===== src/rtl/burst_addr_gen.sv =====
// burst_addr_gen: serial burst address generator for the MRAM path.
// Shifts in a burst length and start address MSB first, then shifts out one
// ADDR_WIDTH-bit address per beat (single, incrementing or wrapping burst).
// Ports:
//   clk, rst (async, active-low), en (start, IDLE only), abort (sync),
//   mode_sel (00 single, 01 incr, 10 wrap, 11 incr), len_ser_in, addr_ser_in,
//   addr_sel (mux steer), addr_ser_out, addr_valid, busy, done (1-cycle pulse).
module burst_addr_gen #(
  parameter int unsigned ADDR_WIDTH = 20,
  parameter int unsigned LEN_WIDTH  = 4,
  parameter int unsigned STRIDE     = 1
) (
  input  logic       clk,
  input  logic       rst,
  input  logic       en,
  input  logic       abort,
  input  logic [1:0] mode_sel,
  input  logic       len_ser_in,
  input  logic       addr_ser_in,
  output logic       addr_sel,
  output logic       addr_ser_out,
  output logic       addr_valid,
  output logic       busy,
  output logic       done
);

  localparam int unsigned SW   = $clog2(STRIDE);
  localparam int unsigned CW   = ADDR_WIDTH + LEN_WIDTH + SW + 2;
  localparam int unsigned CMAX = (ADDR_WIDTH > LEN_WIDTH) ? ADDR_WIDTH : LEN_WIDTH;
  localparam int unsigned BW   = (CMAX > 1) ? $clog2(CMAX) : 1;
  localparam logic [BW-1:0] ADDR_LAST = BW'(ADDR_WIDTH - 1);
  localparam logic [BW-1:0] LEN_LAST  = BW'(LEN_WIDTH - 1);

  typedef enum logic [2:0] {
    S_IDLE, S_LOAD_LEN, S_LOAD_ADDR, S_CALC, S_SHIFT, S_DONE
  } state_e;

  typedef enum logic [1:0] {
    M_SINGLE, M_INCR, M_WRAP
  } mode_e;

  state_e                 state_q;
  mode_e                  mode_q;
  logic [LEN_WIDTH-1:0]   len_q;
  logic [LEN_WIDTH-1:0]   beat_q;
  logic [ADDR_WIDTH-1:0]  base_q;
  logic [ADDR_WIDTH-1:0]  shift_q;
  logic [BW-1:0]          cnt_q;

  logic [CW-1:0]          base_w, beats_w, span_w, off_w, lin_w, mask_w;
  logic                   wrap_ok;
  logic [ADDR_WIDTH-1:0]  addr_d;

  // Beat address. Arithmetic is done wide so beats*STRIDE cannot overflow
  // before the span check; wrap falls back to incr when the span is not a
  // power of two or exceeds the address space.
  always_comb begin
    base_w  = CW'(base_q);
    beats_w = CW'(len_q) + CW'(1);
    span_w  = beats_w << SW;
    off_w   = CW'(beat_q) << SW;
    lin_w   = base_w + off_w;
    mask_w  = span_w - CW'(1);
    wrap_ok = (mode_q == M_WRAP)
           && ((beats_w & (beats_w - CW'(1))) == '0)
           && (span_w <= (CW'(1) << ADDR_WIDTH));
    if (wrap_ok) begin
      addr_d = ADDR_WIDTH'((base_w & ~mask_w) | (lin_w & mask_w));
    end else begin
      addr_d = lin_w[ADDR_WIDTH-1:0];
    end
  end

  always_ff @(posedge clk or negedge rst) begin
    if (!rst) begin
      state_q      <= S_IDLE;
      mode_q       <= M_SINGLE;
      len_q        <= '0;
      beat_q       <= '0;
      base_q       <= '0;
      shift_q      <= '0;
      cnt_q        <= '0;
      addr_sel     <= 1'b0;
      addr_ser_out <= 1'b0;
      addr_valid   <= 1'b0;
      busy         <= 1'b0;
      done         <= 1'b0;
    end else if (abort && (state_q != S_IDLE)) begin
      state_q      <= S_IDLE;
      addr_sel     <= 1'b0;
      addr_ser_out <= 1'b0;
      addr_valid   <= 1'b0;
      busy         <= 1'b0;
      done         <= 1'b0;
    end else begin
      case (state_q)
        S_IDLE: begin
          if (en && !abort) begin
            busy   <= 1'b1;
            len_q  <= '0;
            beat_q <= '0;
            cnt_q  <= '0;
            case (mode_sel)
              2'b00:   mode_q <= M_SINGLE;
              2'b10:   mode_q <= M_WRAP;
              default: mode_q <= M_INCR;
            endcase
            state_q <= (mode_sel == 2'b00) ? S_LOAD_ADDR : S_LOAD_LEN;
          end
        end
        S_LOAD_LEN: begin
          len_q <= {len_q[LEN_WIDTH-2:0], len_ser_in};
          if (cnt_q == LEN_LAST) begin
            cnt_q   <= '0;
            state_q <= S_LOAD_ADDR;
          end else begin
            cnt_q <= cnt_q + 1'b1;
          end
        end
        S_LOAD_ADDR: begin
          base_q <= {base_q[ADDR_WIDTH-2:0], addr_ser_in};
          if (cnt_q == ADDR_LAST) begin
            cnt_q    <= '0;
            addr_sel <= 1'b1;
            state_q  <= S_CALC;
          end else begin
            cnt_q <= cnt_q + 1'b1;
          end
        end
        S_CALC: begin
          // MSB goes straight to the output register; the rest waits in shift_q.
          addr_ser_out <= addr_d[ADDR_WIDTH-1];
          shift_q      <= {addr_d[ADDR_WIDTH-2:0], 1'b0};
          addr_valid   <= 1'b1;
          cnt_q        <= '0;
          state_q      <= S_SHIFT;
        end
        S_SHIFT: begin
          if (cnt_q == ADDR_LAST) begin
            addr_ser_out <= 1'b0;
            addr_valid   <= 1'b0;
            if (beat_q != len_q) begin
              beat_q  <= beat_q + 1'b1;
              state_q <= S_CALC;
            end else begin
              addr_sel <= 1'b0;
              done     <= 1'b1;
              state_q  <= S_DONE;
            end
          end else begin
            addr_ser_out <= shift_q[ADDR_WIDTH-1];
            shift_q      <= {shift_q[ADDR_WIDTH-2:0], 1'b0};
            cnt_q        <= cnt_q + 1'b1;
          end
        end
        S_DONE: begin
          done    <= 1'b0;
          busy    <= 1'b0;
          state_q <= S_IDLE;
        end
        default: state_q <= S_IDLE;
      endcase
    end
  end

endmodule

===== config.mk =====
export PLATFORM = sky130hd
export DESIGN_NAME = burst_addr_gen
export DESIGN_NICKNAME = d
export VERILOG_FILES = /design/src/rtl/burst_addr_gen.sv
export SDC_FILE = /design/constraint.sdc
export NUM_CORES = 1
export LEC_CHECK = 0
export BUFFER_PORTS_ARGS = -buffer_cell sky130_fd_sc_hd__buf_2
export CORE_UTILIZATION = 25
export CTS_CLUSTER_SIZE = 40
export DETAILED_ROUTE_END_ITERATION = 8
export PLACE_DENSITY_LB_ADDON = 0.3
export RECOVER_POWER = 50
export SYNTH_ARGS = -nofsm -noshare
export SYNTH_HDL_FRONTEND = slang
export SYNTH_SLANG_ARGS = --single-unit

===== constraint.sdc =====
create_clock -name clk -period 3.64 [get_ports clk]
set_clock_uncertainty 0.15 [all_clocks]
set_input_delay 0.546 -clock clk [delete_from_list [all_inputs] [get_ports clk]]
set_output_delay 0.546 -clock clk [all_outputs]
set_load 0.005 [all_outputs]

==> summary.txt, run 1 <==
RUN STATUS
--------------------------------------------------------------------------------------
Status .................................................................. finished, violations left
Failing checks .......................................................... capacitance limit, slew limit

ROUTING
--------------------------------------------------------------------------------------
Number of detailed-route iterations in the first pass ...................            4
Routed len/inst .........................................................      14.2 um
Average via count per standard cell .....................................         4.83
Wire length reported by the detailed router .............................      8000 um
Routed Antenna Nets .....................................................            0
Vias after detailed routing .............................................        2,718
Residual DRC ............................................................            0
First-iteration detailed-routing DRC count ..............................          191

FLOORPLAN
--------------------------------------------------------------------------------------
Full die area ........................................................... 15,000 sq um
Area of the core region ................................................. 14,000 sq um
Height of the die .......................................................       123 um
Width of the die ........................................................       123 um
Count of standard-cell rows .............................................           43
Top-level I/O count .....................................................           13
Initial core utilization ................................................        25.9%

FINISH
--------------------------------------------------------------------------------------
Area Overhead vs Synth ..................................................        14.2%
Number of antenna cells inserted ........................................            0
Fillcell total ..........................................................        1,429
Final net count .........................................................          399
Ratio of cells with drive above 1 in the final layout ...................        15.7%

LOGIC SYNTHESIS
--------------------------------------------------------------------------------------
Mean cell area of the mapped netlist ....................................   9.87 sq um
Synthesized netlist cell count ..........................................          368
Synth async-reset ratio .................................................         100%
Post-synth EDFFs ........................................................            0
Ys flop type ............................................................ sky130_fd_sc_hd__dfrtp_1
Portion of the post-synthesis area used by sequential elements ..........        42.7%
Count of state elements after synthesis .................................           62
Cell area after synthesis ...............................................   3630 sq um
Cell taking the most area after synthesis ............................... sky130_fd_sc_hd__dfrtp_1
Number of library cell types mapped by synthesis ........................           62
Share of the synthesized area in the top cell type ......................        42.7%
Synthesized netlist net count ...........................................          389
Commonest cells in the synthesized netlist .............................. sky130_fd_sc_hd__dfrtp_1, sky130_fd_sc_hd__nand2_1, sky130_fd_sc_hd__o21ai_0
Leading post-synthesis cells by cell area ............................... sky130_fd_sc_hd__dfrtp_1, sky130_fd_sc_hd__mux2_2, sky130_fd_sc_hd__xnor2_1
Most frequent cell after synthesis ...................................... sky130_fd_sc_hd__dfrtp_1
Synthesis Warnings ......................................................            0

TIMING
--------------------------------------------------------------------------------------
Headroom to the max-slew limit ..........................................       -16.1%
Hold Vio Cnt, Final .....................................................            0
Setup repair after global routing missed its margin .....................           no
Clock period minus final worst setup slack ..............................      3230 ps
Final worst-path cycle share ............................................        88.7%
Final sum of negative setup slack .......................................         0 ps
Pin slew with the least headroom to its limit ...........................      1740 ps
Maximum operating frequency .............................................      310 MHz
Final setup violation count .............................................            0
Pins over their slew limit ..............................................           32

PWR
--------------------------------------------------------------------------------------
Power per Cell Area .....................................................  680 nW/um^2
Leakage power ...........................................................      1.67 nW
Post-layout total power .................................................      2.82 mW
Largest voltage drop on the vdd net .....................................     0.218 mV

PLACED DESIGN
--------------------------------------------------------------------------------------
Dpl hpwl ................................................................      5740 um
Weighted congestion reported at the end of routability-driven placement .        0.802
Count of input and output buffers .......................................           12

JOB
--------------------------------------------------------------------------------------
Count of max-cap constraint violations ..................................            1

SETUP PATH
--------------------------------------------------------------------------------------
Class of the most critical setup path ...................................   reg -> reg
Highest net fanout along the worst path .................................           10
Startpoint type of the worst setup path .................................     register
Arrival @ worst endpoint ................................................      3270 ps
Crit path required time .................................................      3680 ps
Crit path capture type ..................................................     register

CLOCK NETWORK
--------------------------------------------------------------------------------------
CTS Hold Bufs ...........................................................            0
Clock network latency to the later pin of the worst-skew pair ...........       330 ps
Total of cells resized after clock tree synthesis .......................            0
Deepest level of the CTS H-tree .........................................            3
Buffer levels on the longest clock path .................................            2
CTS tree ................................................................        built
Clock tree root driver cell ............................................. sky130_fd_sc_hd__clkbuf_16
Clock slew at the register clock pins of the worst setup and hold paths .        60 ps
Number of buffers created by CTS ........................................            9
Number of clock sinks ...................................................           62
Buffers inserted by post-CTS timing repair ..............................            0

GLOBAL ROUTING
--------------------------------------------------------------------------------------
Overall Global Routing Usage ............................................        11.7%
Number of antenna violations at the first check in global routing .......            0
Via count of the first global-routing pass ..............................        2,662
Final global-route overflow total .......................................            0
Global-route wire length before repair ..................................    13,500 um
Largest net degree at the start of global routing .......................           33

WORST HOLD PATH
--------------------------------------------------------------------------------------
Worst hold path class ...................................................    in -> reg

## power by group
| part | internal, mW | leakage, nW | total, mW | switching, mW |
|---|---|---|---|---|
| Sequential | 0.920 | 0.811 | 1.17 | 0.249 |
| Combinational | 0.397 | 0.711 | 0.827 | 0.431 |
| Clock | 0.525 | 0.143 | 0.823 | 0.298 |
## cell usage in the layout, fill, tap and decap left out, drive strengths merged, types with 4 or more instances in the layout
| master | synthesis | routed |
|---|---|---|
| xnor2 | 18 | 18 |
| nor2 | 16 | 16 |
| nor4 | 5 | 5 |
| and2 | 5 | 5 |
| a22oi | 10 | 10 |
| mux2 | 18 | 18 |
| inv | 14 | 14 |
| buf | 10 | 13 |
| ha | 12 | 12 |
| nand4 | 4 | 4 |
| a21oi | 20 | 20 |
| clkbuf | 8 | 15 |
| o21ai | 38 | 38 |
| nor3 | 15 | 15 |
| nand2b | 4 | 4 |
| nand3 | 14 | 14 |
| xor2 | 7 | 7 |
| clkinv | 0 | 4 |
| nor2b | 5 | 5 |
| a22o | 8 | 8 |
| nand2 | 28 | 28 |
| dfrtp | 62 | 62 |
## metal layers
metal  GRT usage (%)  up-vias  part of all wire, %
met5               0        -                    0
met4            4.88        0                  2.2
met3            3.07       13                  3.2
met2            17.9       51                   45
met1            15.4     1289                   50
li1                -     1365                    -
## worst max-delay path, stage by stage, from the launching register on
cell and delay, ps:
sky130_fd_sc_hd__dfrtp_1 490, sky130_fd_sc_hd__ha_1 220, sky130_fd_sc_hd__inv_1 70, sky130_fd_sc_hd__ha_1 320, sky130_fd_sc_hd__nand3_2 120, sky130_fd_sc_hd__ha_1 210
sky130_fd_sc_hd__or4_4 540, sky130_fd_sc_hd__nor3_4 180, sky130_fd_sc_hd__buf_4 210, sky130_fd_sc_hd__a21oi_2 50, sky130_fd_sc_hd__or3_1 360, sky130_fd_sc_hd__o21ai_1 90
sky130_fd_sc_hd__o21ai_1 70
## cell type report
| class | instances | area (sq um) | share of cell area, % |
|---|---|---|---|
| well taps | 180 | 225 | 5.43 |
| clock inverters | 5 | 50.0 | 1.21 |
| flip-flops and latches | 62 | 1550 | 37.4 |
| repair buffers | 17 | 91.3 | 2.20 |
| clock buffers | 11 | 233 | 5.61 |
| inverters | 14 | 52.6 | 1.27 |
| multi-input cells | 274 | 1940 | 46.9 |
## logic make-up (layout without fill, tap and decap cells)
logic type,after synthesis,after routing,share of synthesized area (%)
xor+xnor,25,25,6.03
buf+inv,32,47,4.07
compound gates,104,104,19.4
fa+ha+maj,13,13,4.69
mux,20,20,6.13
flops,62,62,42.7
simple gates,112,112,17.0
## path summary, 6_finish.rpt
path                                   startpoint  cells after the start  slack [ps]                endpoint
min reg2reg                shift_q[4]$_DFFE_PN0P_                      2         330  shift_q[4]$_DFFE_PN0P_
max                          len_q[0]$_DFFE_PN0P_                     12         410  shift_q[2]$_DFFE_PN0P_
min in group asynchronous                     rst                      1         530    cnt_q[1]$_DFFE_PN0P_
max reg2reg                  len_q[0]$_DFFE_PN0P_                     12         410  shift_q[2]$_DFFE_PN0P_
max in group asynchronous                     rst                      2        1200    len_q[3]$_DFFE_PN0P_
min                                    len_ser_in                      2         320    len_q[0]$_DFFE_PN0P_
## registers in the layout, indices dropped and copies added, names as in the netlist
register and flops:
len_q 4, mode_q 2, busy 1, shift_q 19
addr_valid 1, base_q 20, addr_ser_out 1, state_q 3
beat_q 4, done 1, cnt_q 5, addr_sel 1
## through the flow
step	std cells	hold WS, ps	area, sq um	worst slack [ps]	utilization [%]
2_1_floorplan	368	100	3630	769	-
3_3_place_gp	547	314	3860	333	27.5
3_5_place_dp	547	318	3860	262	27.5
4_1_cts	563	168	4140	249	29.5
5_1_grt	563	314	4150	171	29.5
6_report	563	318	4150	412	29.5
(Power assumes the default switching activity.)
==> run 2: changes to the inputs <==
--- a/config.mk
+++ b/config.mk
@@ -7,8 +7,8 @@
 export LEC_CHECK = 0
 export BUFFER_PORTS_ARGS = -buffer_cell sky130_fd_sc_hd__buf_2
 export CORE_UTILIZATION = 25
-export CTS_CLUSTER_SIZE = 40
 export DETAILED_ROUTE_END_ITERATION = 8
+export MAX_ROUTING_LAYER = met4
 export PLACE_DENSITY_LB_ADDON = 0.3
 export RECOVER_POWER = 50
 export SYNTH_ARGS = -nofsm -noshare
==> summary.txt, run 2 (synthesis gave the netlist of run 1 again) <==
FLOORPLAN
--------------------------------------------------------------------------------------
Area of the core region ................................................. 14,000 sq um   unchanged
Height of the die .......................................................       123 um   unchanged
Full die area ........................................................... 15,000 sq um   unchanged
Count of standard-cell rows .............................................           43   unchanged
Top-level I/O count .....................................................           13   unchanged
Width of the die ........................................................       123 um   unchanged
Initial core utilization ................................................        25.9%   unchanged

WORST HOLD PATH
--------------------------------------------------------------------------------------
Worst hold path class ...................................................    in -> reg

SETUP PATH
--------------------------------------------------------------------------------------
CP most frequent cell ................................................... sky130_fd_sc_hd__ha_1
Crit path capture type ..................................................     register
Highest net fanout along the worst path .................................           10   unchanged
Class of the most critical setup path ...................................   reg -> reg
Cell Chain, Critical Path ............................................... ha_1 > inv_1 > ha_1 > nand3_2 > ha_1 > or4_4 > nor3_4 > buf_4 > a21oi_2 > or3_1 > o21ai_1 > o21ai_1
Arrival @ worst endpoint ................................................      3270 ps   about the same
Crit path required time .................................................      3680 ps   about the same
Largest stage delay on the critical path ................................       540 ps   about the same
Startpoint type of the worst setup path .................................     register
Worst-path cell with the longest stage delay ............................ sky130_fd_sc_hd__or4_4

FINISH
--------------------------------------------------------------------------------------
Final Instance Area .....................................................   4150 sq um   unchanged
Top library cells by usage in the layout, fill and taps aside ........... sky130_fd_sc_hd__dfrtp_1, sky130_fd_sc_hd__nand2_1, sky130_fd_sc_hd__o21ai_0
Ratio of cells with drive above 1 in the final layout ...................        15.7%   unchanged
Largest regs ............................................................ base_q x20, shift_q x19, cnt_q x5
Biggest register ........................................................       base_q
Final net count .........................................................          399   unchanged
Most frequent standard cell in the layout excluding fill and tap cells .. sky130_fd_sc_hd__dfrtp_1
Flip-flop count of the largest register, all copies and words added .....           20   unchanged
Number of antenna cells inserted ........................................            0   unchanged
Area Overhead vs Synth ..................................................        14.2%   unchanged

CLOCK NETWORK
--------------------------------------------------------------------------------------
Clock network latency to the later pin of the worst-skew pair ...........       320 ps   about the same
CTS tree ................................................................        built
Clock tree root driver cell ............................................. sky130_fd_sc_hd__clkbuf_16
Number of buffers created by CTS ........................................            9   unchanged
Buffer levels on the longest clock path .................................            2   unchanged
Deepest level of the CTS H-tree .........................................            3   unchanged
Clock slew at the register clock pins of the worst setup and hold paths .        60 ps   about the same
CTS Hold Bufs ...........................................................            0   unchanged
Number of clock sinks ...................................................           62   unchanged

TIMING
--------------------------------------------------------------------------------------
Setup repair after global routing missed its margin .....................           no
Final worst-path cycle share ............................................        88.8%   +0.10 points
Final setup violation count .............................................            0   unchanged
Final sum of negative setup slack .......................................         0 ps   unchanged
Maximum operating frequency .............................................      309 MHz   -0.12%
Clock period minus final worst setup slack ..............................      3230 ps   +3.75 ps
Pin slew with the least headroom to its limit ...........................      1750 ps   +4.31 ps
Hold Vio Cnt, Final .....................................................            0   unchanged
Headroom to the max-slew limit ..........................................       -16.4%   -0.29 points
Pins over their slew limit ..............................................           32   unchanged

ROUTING
--------------------------------------------------------------------------------------
Number of detailed-route iterations in the first pass ...................            4   unchanged
Routed Antenna Nets .....................................................            0   unchanged
Vias after detailed routing .............................................        2,752   +1.3%
Wire length reported by the detailed router .............................      7970 um   -0.31%
Average via count per standard cell .....................................         4.89   +1.3%
Uppermost layer routed ..................................................         met4
Amount of wire on met2 after detailed routing ...........................      3600 um   +0.20%
Met3 routed wirelength ..................................................       202 um   -21%
Routed len/inst .........................................................      14.2 um   -0.31%
Residual DRC ............................................................            0   unchanged
First-iteration detailed-routing DRC count ..............................          199   +4.2%
Met1 routed wirelength after detailed routing ...........................      3980 um   about the same

PWR
--------------------------------------------------------------------------------------
Largest voltage drop on the vdd net .....................................     0.215 mV   -1.4%
Power per Cell Area .....................................................  679 nW/um^2   -0.13%
Leakage power ...........................................................      1.67 nW   unchanged

GLOBAL ROUTING
--------------------------------------------------------------------------------------
Final global-route overflow total .......................................            0   unchanged
Overall Global Routing Usage ............................................        11.9%   +0.28 points
Via count of the first global-routing pass ..............................        2,668   +0.23%
Number of antenna violations at the first check in global routing .......            0   unchanged
Largest net degree at the start of global routing .......................           33   unchanged
Global-route wire length before repair ..................................    13,500 um   +0.10%

PLACED DESIGN
--------------------------------------------------------------------------------------
Count of input and output buffers .......................................           12   unchanged
Dpl hpwl ................................................................      5740 um   unchanged
Weighted congestion reported at the end of routability-driven placement .        0.814   +1.4%
Placement-stage cell area ...............................................   3860 sq um   unchanged

JOB
--------------------------------------------------------------------------------------
Count of max-cap constraint violations ..................................            1   unchanged

RUN STATUS
--------------------------------------------------------------------------------------
Failing checks .......................................................... capacitance limit, slew limit
Status .................................................................. finished, violations left

[run 2: area by class of cell]
cell class | instances | area, sq um
Timing Repair Buffer | 17 | 91.3
Sequential cell | 62 | 1550
Inverter | 14 | 52.6
Tap cell | 180 | 225
Multi-Input combinational cell | 274 | 1940
Clock inverter | 5 | 50.0
Fill cell | 1429 | 9900
Clock buffer | 11 | 233
[run 2: repair_timing]
item,in CTS,in global routing
setup buffers,0,0
endpoints found under the setup margin,0,1
gates resized for setup,0,1
[run 2: report_power, final]
part | leakage, nW | internal, mW | switching (mW)
registers | 0.811 | 0.920 | 0.249
clock network | 0.143 | 0.525 | 0.295
logic | 0.711 | 0.397 | 0.430
[run 2: final timing paths]
path                            depth (start not counted)  slack [ps]                    from                endpoint
worst max-delay path                                   12         410    len_q[0]$_DFFE_PN0P_  shift_q[2]$_DFFE_PN0P_
worst min-delay path                                    2         320              len_ser_in    len_q[0]$_DFFE_PN0P_
worst max register to register                         12         410    len_q[0]$_DFFE_PN0P_  shift_q[2]$_DFFE_PN0P_
worst min register to register                          2         330  shift_q[4]$_DFFE_PN0P_  shift_q[4]$_DFFE_PN0P_
max in group asynchronous                               2        1200                     rst    len_q[3]$_DFFE_PN0P_
min in group asynchronous                               1         530                     rst    cnt_q[1]$_DFFE_PN0P_
[run 2: stage by stage]
stage	hold slack, ps	util, %	std cells	setup slack (ps)	power [mW]
5_1_grt	322	29.5	563	171	3.03
4_1_cts	168	29.5	563	249	2.84
3_5_place_dp	318	27.5	547	262	2.01
6_report	320	29.5	563	408	2.82
3_3_place_gp	314	27.5	547	333	1.98
2_1_floorplan	100	-	368	769	1.78
[run 2: critical path, delay by kind of cell, from the launching register on]
kind | cells | cell delay (ps)
AOI/OAI and AO/OA | 3 | 210
adders and majority gates | 3 | 750
buffers and inverters | 2 | 280
DFF | 1 | 490
and+or+nand+nor | 4 | 1210
[run 2: layer usage]
metal	GRT usage, %	vias up
li1	-	1364
met5	-	-
met4	5.79	0
met1	15.5	1303
met3	2.04	18
met2	18.0	67
